**src/rtl/load_store_unit.sv**
```systemverilog
// Load/store sequencer between the memory stage and a word-wide data memory.
// Sub-word stores do a read-modify-write. Loads are sign- or zero-extended.
module load_store_unit (
    input  logic        clk_i,
    input  logic        rst_i,
    input  logic        req_i,
    output logic        ready_o,
    input  logic        we_i,
    input  logic [1:0]  size_i,
    input  logic        uns_i,
    input  logic [31:0] addr_i,
    input  logic [31:0] wdata_i,
    output logic        done_o,
    output logic        err_o,
    output logic [31:0] rdata_o,
    output logic [31:0] mem_addr_o,
    output logic [31:0] mem_wd_o,
    output logic        mem_we_o,
    input  logic [31:0] mem_rd_i
);

    localparam logic [1:0] SZ_BYTE = 2'b00;
    localparam logic [1:0] SZ_HALF = 2'b01;
    localparam logic [1:0] SZ_WORD = 2'b10;

    typedef enum logic [1:0] {
        S_IDLE,
        S_RD,
        S_WR,
        S_RESP
    } state_t;

    state_t      state_q, state_d;
    logic        we_q, we_d;
    logic [1:0]  size_q, size_d;
    logic        uns_q, uns_d;
    logic [31:0] a_q, a_d;
    logic [31:0] wdata_q, wdata_d;
    logic        err_q, err_d;
    logic [31:0] hold_q, hold_d;
    logic [31:0] rdata_q, rdata_d;

    logic        accept;
    logic        bad_req;
    logic [31:0] l_word;
    logic [31:0] wr_word;
    logic [7:0]  byte_sel;
    logic [15:0] half_sel;
    logic [31:0] load_ext;

    assign accept  = req_i && (state_q == S_IDLE);
    assign bad_req = (size_i == 2'b11)
                  || ((size_i == SZ_HALF) && addr_i[0])
                  || ((size_i == SZ_WORD) && (addr_i[1:0] != 2'b00));

    // Memory returns the lowest-addressed byte in the top lane; swap so that
    // lane k of l_word holds byte A+k.
    genvar gi;
    generate
        for (gi = 0; gi < 4; gi++) begin : g_swap
            assign l_word[8*gi +: 8] = mem_rd_i[8*(3-gi) +: 8];
        end
    endgenerate

    // Write word: full store data for word stores, otherwise the captured
    // read word with the addressed lane(s) replaced.
    generate
        for (gi = 0; gi < 4; gi++) begin : g_merge
            logic lane_hit;
            assign lane_hit = (size_q == SZ_BYTE) ? (a_q[1:0] == 2'(gi))
                                                  : (a_q[1] == 1'(gi / 2));
            always_comb begin
                if (size_q == SZ_WORD) begin
                    wr_word[8*gi +: 8] = wdata_q[8*gi +: 8];
                end else if (lane_hit) begin
                    wr_word[8*gi +: 8] = (size_q == SZ_BYTE) ? wdata_q[7:0]
                                                             : wdata_q[8*(gi%2) +: 8];
                end else begin
                    wr_word[8*gi +: 8] = hold_q[8*gi +: 8];
                end
            end
        end
    endgenerate

    assign byte_sel = l_word[{a_q[1:0], 3'b000} +: 8];
    assign half_sel = l_word[{a_q[1], 4'b0000} +: 16];

    always_comb begin
        load_ext = l_word;
        case (size_q)
            SZ_BYTE: load_ext = {{24{~uns_q & byte_sel[7]}}, byte_sel};
            SZ_HALF: load_ext = {{16{~uns_q & half_sel[15]}}, half_sel};
            default: load_ext = l_word;
        endcase
    end

    always_comb begin
        state_d = state_q;
        we_d    = we_q;
        size_d  = size_q;
        uns_d   = uns_q;
        a_d     = a_q;
        wdata_d = wdata_q;
        err_d   = err_q;
        hold_d  = hold_q;
        rdata_d = rdata_q;
        case (state_q)
            S_IDLE: begin
                if (accept) begin
                    we_d    = we_i;
                    size_d  = size_i;
                    uns_d   = uns_i;
                    a_d     = addr_i;
                    wdata_d = wdata_i;
                    err_d   = bad_req;
                    if (bad_req) begin
                        state_d = S_RESP;
                    end else if (we_i && (size_i == SZ_WORD)) begin
                        state_d = S_WR;
                    end else begin
                        state_d = S_RD;
                    end
                end
            end
            S_RD: begin
                hold_d = l_word;
                if (we_q) begin
                    state_d = S_WR;
                end else begin
                    rdata_d = load_ext;
                    state_d = S_RESP;
                end
            end
            S_WR: begin
                state_d = S_RESP;
            end
            S_RESP: begin
                state_d = S_IDLE;
            end
            default: begin
                state_d = S_IDLE;
            end
        endcase
    end

    always_ff @(posedge clk_i or posedge rst_i) begin
        if (rst_i) begin
            state_q <= S_IDLE;
            we_q    <= 1'b0;
            size_q  <= 2'b00;
            uns_q   <= 1'b0;
            a_q     <= 32'h0;
            wdata_q <= 32'h0;
            err_q   <= 1'b0;
            hold_q  <= 32'h0;
            rdata_q <= 32'h0;
        end else begin
            state_q <= state_d;
            we_q    <= we_d;
            size_q  <= size_d;
            uns_q   <= uns_d;
            a_q     <= a_d;
            wdata_q <= wdata_d;
            err_q   <= err_d;
            hold_q  <= hold_d;
            rdata_q <= rdata_d;
        end
    end

    assign ready_o    = (state_q == S_IDLE);
    assign done_o     = (state_q == S_RESP);
    assign err_o      = (state_q == S_RESP) && err_q;
    assign mem_we_o   = (state_q == S_WR);
    assign mem_wd_o   = (state_q == S_WR) ? wr_word : 32'h0;
    assign mem_addr_o = {a_q[31:2], 2'b00};
    assign rdata_o    = rdata_q;

endmodule

```
**config.mk**
```make
export PLATFORM = sky130hd
export DESIGN_NAME = load_store_unit
export DESIGN_NICKNAME = d
export VERILOG_FILES = /design/src/rtl/load_store_unit.sv
export SDC_FILE = /design/constraint.sdc
export NUM_CORES = 1
export LEC_CHECK = 0
export CAP_MARGIN = 10
export CORE_AREA = 2 2 112 114
export DETAILED_ROUTE_END_ITERATION = 12
export DIE_AREA = 0 0 114 116
export DONT_BUFFER_PORTS = 1
export PLACE_DENSITY = 0.7
export SLEW_MARGIN = 5
export SYNTH_ARGS = -nofsm -noshare
export SYNTH_HDL_FRONTEND = slang
export SYNTH_SLANG_ARGS = --single-unit
```
**constraint.sdc**
```tcl
create_clock -name clk_i -period 12.7 [get_ports clk_i]
set_input_delay 2.54 -clock clk_i [delete_from_list [all_inputs] [get_ports clk_i]]
set_output_delay 2.54 -clock clk_i [all_outputs]
set_load 0.01 [all_outputs]
```
== Word-level counts from Yosys, hierarchy flattened ==
Cells that the tools add are included.

* Register bits after elaboration: 135
* Latch bits: 0
* Bits in writable memories: 0
* Bits in read-only memories: 0
* Logic and storage cells: 61
* Memories: 0

* Add/sub/neg operators: 0
* Multiply operators: 0
* Div/mod/pow operators: 0
* Magnitude comparators: 0
* Eq/ne operators: 12
* Shift-type cells: 2
* Muxes and demuxes: 20
* Bitwise logic cells: 5
* Reductions and logical operators: 13

{| class="wikitable"
|+ Operators with widths
! operator !! number
|-
| 8-bit two-way mux || 9
|-
| 32-bit one-hot mux with 2 select lines || 1
|-
| 32-bit two-way mux || 1
|-
| 32-bit by 6-bit indexed part select with 16-bit output || 1
|-
| 32-bit by 6-bit indexed part select with 8-bit output || 1
|-
| 2-bit equality test, second input constant || 7
|-
| 2-bit by 1-bit equality test with 1-bit output, second input constant || 4
|-
| 2-bit one-hot mux with 4 select lines || 1
|-
| 2-bit zero test || 3
|-
| 2-bit two-way mux || 3
|-
| 1-bit logical AND || 5
|-
| 1-bit two-way mux || 5
|-
| 2-bit AND reduction || 2
|-
| 1-bit inverter || 3
|-
| 1-bit bitwise AND || 2
|-
| 1-bit logical OR || 2
|-
| 2-bit by 1-bit inequality test with 1-bit output, second input constant || 1
|-
| 2-bit nonzero test || 1
|}

== Logic depth before layout (Yosys ltp) ==
Gate-level depths: netlist of run 1.

* Depth after elaboration: 7
* Gate-level depth with buffers: 9

== Worst setup path after synthesis of run 1 ==
No wires, ideal clock.

* Path type: flip-flop to output port
* From: register state_q[0]
* To: output port mem_wd_o[13]
* Arrival: 1710 ps
* Data required time: 10160 ps
* Path slack: 8450 ps
* Cell stages (with the launch flop): 8
* Path buffers: 1
* Path through: dfrtp_1 > inv_1 > ha_1 > clkinv_1 > nor2_2 > buf_2 > a22oi_1 > o21ai_0

* Cells in the longest elaborated chain, start to end: 2

{| class="wikitable"
|+ Ends and longest elaborated chain
! item !! RTL line !! RTL
|-
| start, declared || 33 || <nowiki>state_t state_q, state_d;</nowiki>
|-
| start signal, assigned || 158 || <nowiki>state_q <= state_d;</nowiki>
|-
| 2-bit equality test || n/a ||
|-
| via mem_we_o || 18 || <nowiki>output logic mem_we_o,</nowiki>
|-
| 32-bit two-way mux || 174 || <nowiki>assign mem_wd_o = (state_q == S_WR) ? wr_word : 32'h0;</nowiki>
|-
| end, declared || 17 || <nowiki>output logic [31:0] mem_wd_o,</nowiki>
|}

The timed path passes the listed nets, and every way through them passes these cells.

== Final worst setup path of run 1 ==
* From: register state_q[0]
* To: output port mem_wd_o[30]

Same word-level chain as after synthesis.

==> impl_metrics.env, run 1 <==
export IMPL_setup_tns_ps=0
export IMPL_yosys_area_top_type="dfrtp_1"
export IMPL_yosys_area_top_type_share_pct=51.6
export IMPL_ir_drop_mv=0.172
export IMPL_syn_to_final_growth_pct=6.17
export IMPL_grt_max_degree=80
export IMPL_crit_required_ps=10160
export IMPL_cts_tree="built"
export IMPL_maxSlewHeadroom_pct=34.0
export IMPL_cap_viol_max_count=0
export IMPL_crit_chain="inv_1 -> ha_1 -> clkinv_1 -> nor2_2 -> a22oi_1 -> o21ai_0"
export IMPL_num_rows=40
export IMPL_initial_utilization_pct=55.0
export IMPL_drc=0
export IMPL_fill_cells=1000
export IMPL_antenna_found_initial=2
export IMPL_synth_edf_count=0
export IMPL_cts_resized=0
export IMPL_setup_worst_path_start_class="flop"
export IMPL_synth_warnings=0
export IMPL_via_per_inst=6.36
export IMPL_fin_area_sq_um=6950
export IMPL_cts_root_buf="clkbuf_16"
export IMPL_clk_pin_slew_ps=50
export IMPL_synth_most_common_cell="dfrtp_1"
export IMPL_synth_avg_cell_area_sq_um=11.6
export IMPL_setup_viol=0
export IMPL_die_w_microns=114
export IMPL_placed_area_sq_um=6400
export IMPL_skew_ps=10.1
export IMPL_slowest_stage="nor2_2"
export IMPL_track_usage_pct=25.6
export IMPL_p_leak_nw=2.93
export IMPL_gp_routability_congestion=0.838
export IMPL_num_vias=4344
export IMPL_drv_slew=0
export IMPL_io_buffers=0
export IMPL_synth_area_leaders="dfrtp_1 (52%), mux2_2 (19%), mux2i_1 (4.0%)"
export IMPL_core_sq_um=11900
export IMPL_synthesis_area_sq_um=6550
export IMPL_cts_setup_buffers=0
export IMPL_cts_hold_buf=0
export IMPL_ys_top_cells_by_count="dfrtp_1 (135), mux2_2 (109), nand2_1 (37), o21ai_0 (37)"
export IMPL_synth_cells=564
export IMPL_crit_fanout=16
export IMPL_grt_ovfl_total=0
export IMPL_fin_nets=632
export IMPL_dpl_hpwl_mm=12.2
export IMPL_p_per_area_nw_per_um2=300
export IMPL_ant_nets=0
export IMPL_wl_per_cell_microns=24.3
export IMPL_critical_path_class="reg -> out"
export IMPL_fmax_mhz=180
export IMPL_grt_pass1_vias=4449
export IMPL_wl_mm=16.6
export IMPL_end_kind="primary output"
export IMPL_clk_latency_ps=410
export IMPL_crit_arrival_ps=3030
export IMPL_hold_class="reg -> reg"
export IMPL_ys_async_sr_fraction_pct=100
export IMPL_first_pass_iters=5
export IMPL_rsz0062_at_grt="no"
export IMPL_numCtsBuffers=17
export IMPL_tightest_slew_ps=990
export IMPL_clock_sinks=135
export IMPL_finalHoldViolCount=0
export IMPL_outcome="complete, no violations"
export IMPL_cts_max_path_buffers=2
export IMPL_synth_ff_type="dfrtp_1"
export IMPL_min_period_ps=5570
export IMPL_die_h_microns=116
export IMPL_pin_count=203
export IMPL_drive_above_1_share_pct=27.9
export IMPL_yosysSeqAreaShare_pct=51.6
export IMPL_h_tree_depth=4
export IMPL_fin_total_pwr_mw=2.09
export IMPL_cp_slowest_stage_delay_ps=640
export IMPL_ys_types=42
export IMPL_ys_seq_elements=135
export IMPL_drt_iter0_drc=374
export IMPL_finalCritPeriodShare_pct=43.9
export IMPL_grt_pass1_wl_mm=25.1
export IMPL_fp_dieArea_sq_um=13200
power breakdown:
group / switching (mW) / internal [mW]
registers: 0.244 / 0.656
logic: 0.386 / 0.343
clock network: 0.164 / 0.292
metal layers:
| metal | wire length (microns) | vias up | global-route usage [%] |
|---|---|---|---|
| met2 | 8120 | 238 | 40.9 |
| met5 | 0 | - | 0 |
| met3 | 1660 | 44 | 9.68 |
| met1 | 6250 | 2167 | 30.6 |
| li1 | - | 1895 | - |
| met4 | 556 | 0 | 12.8 |
layout by cell type, fill, tap and decap left out, types with 2 or more instances in the layout:
cell type,n
dfrtp_1,135
mux2_2,109
o21ai_0,37
nand2_1,36
nor2_1,34
a21oi_1,34
mux2i_1,26
clkbuf_16,17
a22oi_1,16
nand3b_1,7
a211oi_1,6
o22ai_1,6
o41ai_1,6
nor2b_1,5
ha_1,5
clkbuf_8,5
clkbuf_1,5
buf_4,5
nand2b_1,4
inv_1,4
o211ai_1,2
o211a_1,2
nor3_1,2
o31ai_1,2
a31oi_1,2
conb_1,2
clkinv_2,2
sequential cells by signal, summed over array words and instances (netlist names):
name	count
err_q	1
state_q	2
hold_q	32
uns_q	1
we_q	1
wdata_q	32
rdata_o	32
size_q	2
a_q	32
worst max-delay path, delay by kind of cell (launching register included):
| kind | cells | cell delay, ps |
|---|---|---|
| AND/OR/NAND/NOR | 1 | 640 |
| adder cells (fa/ha/maj) | 1 | 580 |
| buffers and inverters | 2 | 550 |
| AO/OA/AOI/OAI | 2 | 430 |
| flip-flops | 1 | 410 |
layout make-up:
class                           instances  area, sq um  share of cell area (%)
Clock inverter                          3         40.0                   0.576
Sequential cell                       135         3380                    48.6
Inverter                                6         27.5                   0.396
Multi-Input combinational cell        359         2770                    39.8
Tap cell                              147          184                    2.65
Timing Repair Buffer                    5         37.5                   0.540
Antenna cell                            1         2.50                  0.0360
Clock buffer                           27          513                    7.38
stage by stage:
| step | hold slack (ps) | cells | setup WS [ps] | util (%) |
|---|---|---|---|---|
| detailed placement | 470 | 652 | 7600 | 53.7 |
| global route | 517 | 682 | 6840 | 58.3 |
| finish | 493 | 683 | 7130 | 58.4 |
| global placement | 478 | 652 | 7730 | 53.7 |
| CTS | 490 | 682 | 7160 | 58.3 |
| floorplan | 440 | 565 | 6550 | - |
cells by family after synthesis:
| group | count (synthesis) | share of synthesized area [%] |
|---|---|---|
| other | 1 | 0.0573 |
| AND/OR/NAND/NOR | 98 | 7.05 |
| AO/OA/AOI/OAI | 118 | 11.0 |
| multiplexers | 136 | 23.1 |
| buffers and inverters | 71 | 6.25 |
| flip-flops | 135 | 51.6 |
| adder cells (fa/ha/maj) | 5 | 0.955 |
worst paths after layout:
check | from | endpoint | slack [ps] | cells after the start
setup / recovery | state_q[0] | mem_wd_o[30] | 7130 | 6
setup reg to reg | state_q[1] | rdata_o[12] | 10250 | 6
hold / removal | err_q | err_q | 490 | 2
hold reg to reg | err_q | err_q | 490 | 2
min in group asynchronous | rst_i | a_q[3] | 2030 | 1
max in group asynchronous | rst_i | hold_q[26] | 9290 | 2
Note: power is estimated with default switching activity, not from simulation.
==> inputs of run 2 (changes only) <==
Settings changed: ABC_AREA set to 1, CORE_AREA 2 2 112 114 to 2 2 115 117, DIE_AREA 0 0 114 116 to 0 0 117 119, PLACE_DENSITY 0.7 to 0.73.
Clock period 12.7 ns to 5 ns, I/O delays scaled along.
==> impl_metrics.env, run 2 <==
export IMPL_outcome="complete, no violations"
export IMPL_ant_nets=0
export IMPL_num_vias=5231
export IMPL_wl_per_cell_microns=18.5
export IMPL_skew_ps=4.66
export IMPL_fin_area_sq_um=7400
export IMPL_numCtsBuffers=17
export IMPL_wl_mm=17.8
export IMPL_critical_path_class="reg -> out"
export IMPL_num_rows=42
export IMPL_layout_commonest_cell="nand2_1"
export IMPL_synth_cells=820
export IMPL_tightest_slew_ps=963
export IMPL_gp_routability_congestion=0.930
export IMPL_antenna_cells=0
export IMPL_cts_hold_buf=0
export IMPL_grt_pass1_vias=5172
export IMPL_drv_slew=0
export IMPL_synth_area_leaders="dfrtp_1 (48%), nand2_1 (11%), mux2_2 (8.9%)"
export IMPL_crit_required_ps=4000
export IMPL_cts_tree="built"
export IMPL_fp_dieArea_sq_um=13900
export IMPL_synthesis_area_sq_um=6970
export IMPL_cts_root_buf="clkbuf_16"
export IMPL_die_w_microns=117
export IMPL_drt_iter0_drc=422
export IMPL_core_sq_um=12900
export IMPL_die_h_microns=119
export IMPL_cts_max_path_buffers=2
export IMPL_ys_types=30
export IMPL_syn_to_final_growth_pct=6.18
export IMPL_pin_count=203
export IMPL_cap_viol_max_count=0
export IMPL_min_period_ps=3440
export IMPL_final_util_pct=57.5
export IMPL_synth_avg_cell_area_sq_um=8.50
export IMPL_clock_sinks=135
export IMPL_track_usage_pct=26.2
export IMPL_synth_edf_count=0
export IMPL_ys_seq_elements=135
export IMPL_finalHoldViolCount=0
export IMPL_ir_drop_mv=0.300
export IMPL_yosysSeqAreaShare_pct=48.5
export IMPL_yosys_area_top_type_share_pct=48.5
export IMPL_grt_ovfl_total=0
export IMPL_p_per_area_nw_per_um2=766
export IMPL_dpl_hpwl_mm=13.0
export IMPL_ys_top_cells_by_count="nand2_1 (213), dfrtp_1 (135), inv_1 (65), nand3_1 (59)"
export IMPL_end_kind="primary output"
export IMPL_placed_area_sq_um=6810
export IMPL_maxSlewHeadroom_pct=35.8
export IMPL_fill_cells=1177
export IMPL_io_buffers=0
export IMPL_setup_worst_path_start_class="flop"
export IMPL_via_per_inst=5.45
export IMPL_grt_max_degree=97
export IMPL_antenna_found_initial=0
export IMPL_drive_above_1_share_pct=15.7
export IMPL_synth_ff_type="dfrtp_1"
export IMPL_h_tree_depth=4
export IMPL_crit_fanout=40
export IMPL_finalCritPeriodShare_pct=68.9
export IMPL_rsz0062_at_grt="no"
export IMPL_fmax_mhz=290
export IMPL_clk_latency_ps=410
export IMPL_setup_tns_ps=0
export IMPL_multi_input_area_sq_um=2890
export IMPL_first_pass_iters=5
export IMPL_drc=0
export IMPL_regArea_sq_um=3380
export IMPL_hold_class="reg -> reg"
export IMPL_yosys_area_top_type="dfrtp_1"
export IMPL_synth_warnings=0
export IMPL_clk_pin_slew_ps=60
export IMPL_p_leak_nw=3.73
export IMPL_cts_setup_buffers=0
export IMPL_crit_arrival_ps=2440
export IMPL_synth_most_common_cell="nand2_1"
export IMPL_ys_async_sr_fraction_pct=100
export IMPL_initial_utilization_pct=54.1
export IMPL_cts_resized=0
export IMPL_grt_pass1_wl_mm=27.7
export IMPL_mostFrequentLayoutCells="nand2_1 (212), dfrtp_1 (135), inv_1 (64)"
export IMPL_setup_viol=0
export IMPL_fin_nets=880
[run 2: cell types whose count changed after synthesis, sizes merged, moves of 11 or more]
cell and change:
nor2 +23, mux2i -26, nand2 +182, nand3 +60, or2 +16, mux2 -54, a21oi +31, o21ai +11
inv +68, a22oi -16
[run 2: through the flow]
stage	total power, mW	instances	hold slack [ps]	worst slack, ps
after floorplan	4.05	821	442	389
after global placement	4.35	929	459	2050
after global routing	6.11	960	502	1320
final	5.66	960	475	1560
after detailed placement	4.42	929	461	2000
after CTS	5.69	960	476	1550
[run 2: final timing paths]
check	from	endpoint	slack, ps	cells past startpoint
setup reg to reg	state_q[1]	rdata_o[0]	2170	9
hold / removal	hold_q[26]	hold_q[26]	480	2
setup / recovery	size_q[1]	mem_wd_o[31]	1560	6
hold reg to reg	hold_q[26]	hold_q[26]	480	2
min in group asynchronous	rst_i	a_q[5]	620	1
max in group asynchronous	rst_i	hold_q[0]	3310	2
[run 2: area by class of cell]
| class | count | area share, % |
|---|---|---|
| Sequential cell | 135 | 45.7 |
| Tap cell | 176 | 2.98 |
| Clock buffer | 23 | 6.73 |
| Clock inverter | 8 | 1.29 |
| Inverter | 74 | 3.89 |
| Timing Repair Buffer | 4 | 0.406 |
| Multi-Input combinational cell | 540 | 39.1 |
[run 2: kinds of logic after synthesis]
| group | Yosys count | share of synthesized area (%) |
|---|---|---|
| AOI/OAI and AO/OA | 122 | 9.64 |
| adders and majority gates | 5 | 0.898 |
| DFF | 135 | 48.5 |
| muxes | 55 | 8.89 |
| other | 1 | 0.0538 |
| and+or+nand+nor | 356 | 21.8 |
| buffers and inverters | 146 | 10.2 |
[run 2: power by group]
group	total, mW	switching (mW)	internal (mW)
clock	1.25	0.454	0.794
sequential	2.22	0.570	1.65
combinational	2.20	1.40	0.797
total	5.66	2.43	3.24
[run 2: critical path, cell delays in order, from the launching register on]
cell and delay [ps]:
dfrtp_1 860, inv_2 190, nor2_8 220, inv_2 280, nand3_1 250, nand3_1 100, inv_1 110
[run 2: metal layers]
layer / vias to the layer above / share of wire [%] / global-route usage (%) / wire length (microns)
li1: 2502 / - / - / -
met1: 2479 / 43 / 35.9 / 7680
met2: 229 / 47 / 39.6 / 8320
met3: 21 / 8.3 / 8.40 / 1480
met4: 0 / 1.6 / 8.31 / 289
met5: - / 0 / 0 / 0
==> inputs of run 3 (changes only) <==
Settings changed: ABC_AREA 1 to 0, CORE_AREA 2 2 115 117 to 2 2 112 114, DIE_AREA 0 0 117 119 to 0 0 114 116.
Clock period 5 ns to 2.83 ns, I/O delays scaled along.
==> impl_metrics.env, run 3 (synthesized netlist as in run 1, its figures left out) <==
export IMPL_placed_area_sq_um=6480
export IMPL_crit_required_ps=2260
export IMPL_fin_nets=642
export IMPL_cts_max_path_buffers=2
export IMPL_p_comb_share_pct=35.8
export IMPL_num_vias=4411
export IMPL_syn_to_final_growth_pct=9.10
export IMPL_met1_length_mm=6.57
export IMPL_maxSlewHeadroom_pct=51.1
export IMPL_io_buffers=0
export IMPL_grt_max_degree=71
export IMPL_clock_power_share_pct=23.6
export IMPL_die_h_microns=116
export IMPL_slowest_stage="or3b_1"
export IMPL_gp_routability_congestion=0.889
export IMPL_track_usage_pct=26.2
export IMPL_end_kind="primary output"
export IMPL_pin_count=203
export IMPL_cts_root_buf="clkbuf_16"
export IMPL_final_util_pct=60.0
export IMPL_antenna_found_initial=0
export IMPL_drc=0
export IMPL_dpl_hpwl_mm=12.4
export IMPL_grt_pass1_vias=4467
export IMPL_p_switching_mw=3.67
export IMPL_die_w_microns=114
export IMPL_core_sq_um=11900
export IMPL_critical_path_class="reg -> out"
export IMPL_cap_viol_max_count=0
export IMPL_switching_share_pct=37.5
export IMPL_cts_tree="built"
export IMPL_fmax_mhz=375
export IMPL_finalCritPeriodShare_pct=94.1
export IMPL_p_per_area_nw_per_um2=1370
export IMPL_drt_iter0_drc=393
export IMPL_fin_area_sq_um=7140
export IMPL_via_per_inst=6.36
export IMPL_rsz0062_at_grt="no"
export IMPL_antenna_cells=0
export IMPL_setup_viol=0
export IMPL_wl_per_cell_microns=24.7
export IMPL_route_met2_wl_mm=8.34
export IMPL_p_leak_nw=3.03
export IMPL_wl_mm=17.1
export IMPL_clk_pin_slew_ps=50
export IMPL_finalHoldViolCount=0
export IMPL_h_tree_depth=4
export IMPL_ant_nets=0
export IMPL_layout_commonest_cell="dfrtp_1"
export IMPL_drive_above_1_share_pct=30.7
export IMPL_num_rows=40
export IMPL_tightest_slew_ps=732
export IMPL_grt_pass1_wl_mm=25.5
export IMPL_whs_ps=136
export IMPL_power_internal_mw=6.10
export IMPL_hold_class="in -> async"
export IMPL_initial_utilization_pct=55.0
export IMPL_numCtsBuffers=17
export IMPL_crit_chain="or3b_1 -> nand2_8 -> mux2i_1 -> a21oi_1"
export IMPL_mostFrequentLayoutCells="dfrtp_1 (135), mux2_2 (109), nand2_1 (36)"
export IMPL_routed_wl_met3_mm=1.67
export IMPL_first_pass_iters=5
export IMPL_clk_latency_ps=420
export IMPL_outcome="complete, no violations"
export IMPL_grt_ovfl_total=0
export IMPL_fp_dieArea_sq_um=13200
export IMPL_ir_drop_mv=0.783
export IMPL_cp_slowest_stage_delay_ps=610
export IMPL_crit_fanout=8
export IMPL_seqPwrFrac_pct=40.6
export IMPL_setup_tns_ps=0
export IMPL_routed_top_layer="met4"
export IMPL_min_period_ps=2660
export IMPL_skew_ps=3.99
export IMPL_clock_sinks=135
export IMPL_setup_worst_path_start_class="flop"
export IMPL_crit_arrival_ps=2100
export IMPL_drv_slew=0
run 3: cell count changes in the layout (fill, tap and decap cells not counted), moves of 21 or more:
cell,previous run,this run
nand2_1,212,36
inv_1,64,4
nand3_1,59,1
mux2_2,55,109
o21ai_0,48,21
mux2i_1,0,26
a21oi_1,55,34
nor2_1,55,34
run 3: repair_timing:
item,CTS,global route
cloned,0,0
endpoints found under the setup margin,16,16
pin swaps,0,2
hold buffers,0,0
buffers inserted,0,2
gates resized for setup,3,18
run 3: final timing paths:
check / start / to / slack [ps] / cells past startpoint
max: size_q[1] / mem_wd_o[16] / 170 / 4
min reg2reg: err_q / err_q / 490 / 2
max reg2reg: a_q[1] / rdata_o[22] / 740 / 5
max in group asynchronous: rst_i / rdata_o[24] / 1900 / 2
min: rst_i / a_q[17] / 140 / 1
min in group clk_i: mem_rd_i[2] / rdata_o[26] / 280 / 2
run 3: power by group through the flow:
stage | combinational [mW] | sequential [mW] | clock (mW)
after global routing | 3.83 | 4.06 | 2.44
after detailed placement | 3.42 | 3.97 | 0
after global placement | 3.30 | 3.93 | 0
final | 3.49 | 3.97 | 2.31
after floorplan | 3.32 | 3.49 | 0
after CTS | 3.44 | 3.95 | 2.34
run 3: stage by stage:
step	std cells	worst slack [ps]	total power, mW
6_report	694	166	9.77
5_1_grt	694	21.2	10.3
4_1_cts	692	2.31	9.74
2_1_floorplan	565	554	6.81
3_5_place_dp	660	275	7.39
3_3_place_gp	660	399	7.23
run 3: layout make-up:
cell class | instances | area, sq um
Timing Repair Buffer | 15 | 138
Clock buffer | 25 | 515
Inverter | 6 | 26.3
Multi-Input combinational cell | 359 | 2790
Sequential cell | 135 | 3380
Tap cell | 147 | 184
Clock inverter | 7 | 114
Fill cell | 964 | 4770
run 3: critical path, delay by kind of cell, from the launching register on:
family             cells  cell delay (ps)
and+or+nand+nor        2              820
muxes                  1              100
AOI/OAI and AO/OA      1              310
DFF                    1              460
run 3: metal layers:
metal / global-route usage (%) / vias to the layer above
met5: 0 / -
met1: 30.8 / 2207
met2: 42.2 / 240
li1: - / 1919
met3: 11.5 / 45
met4: 10.9 / 0
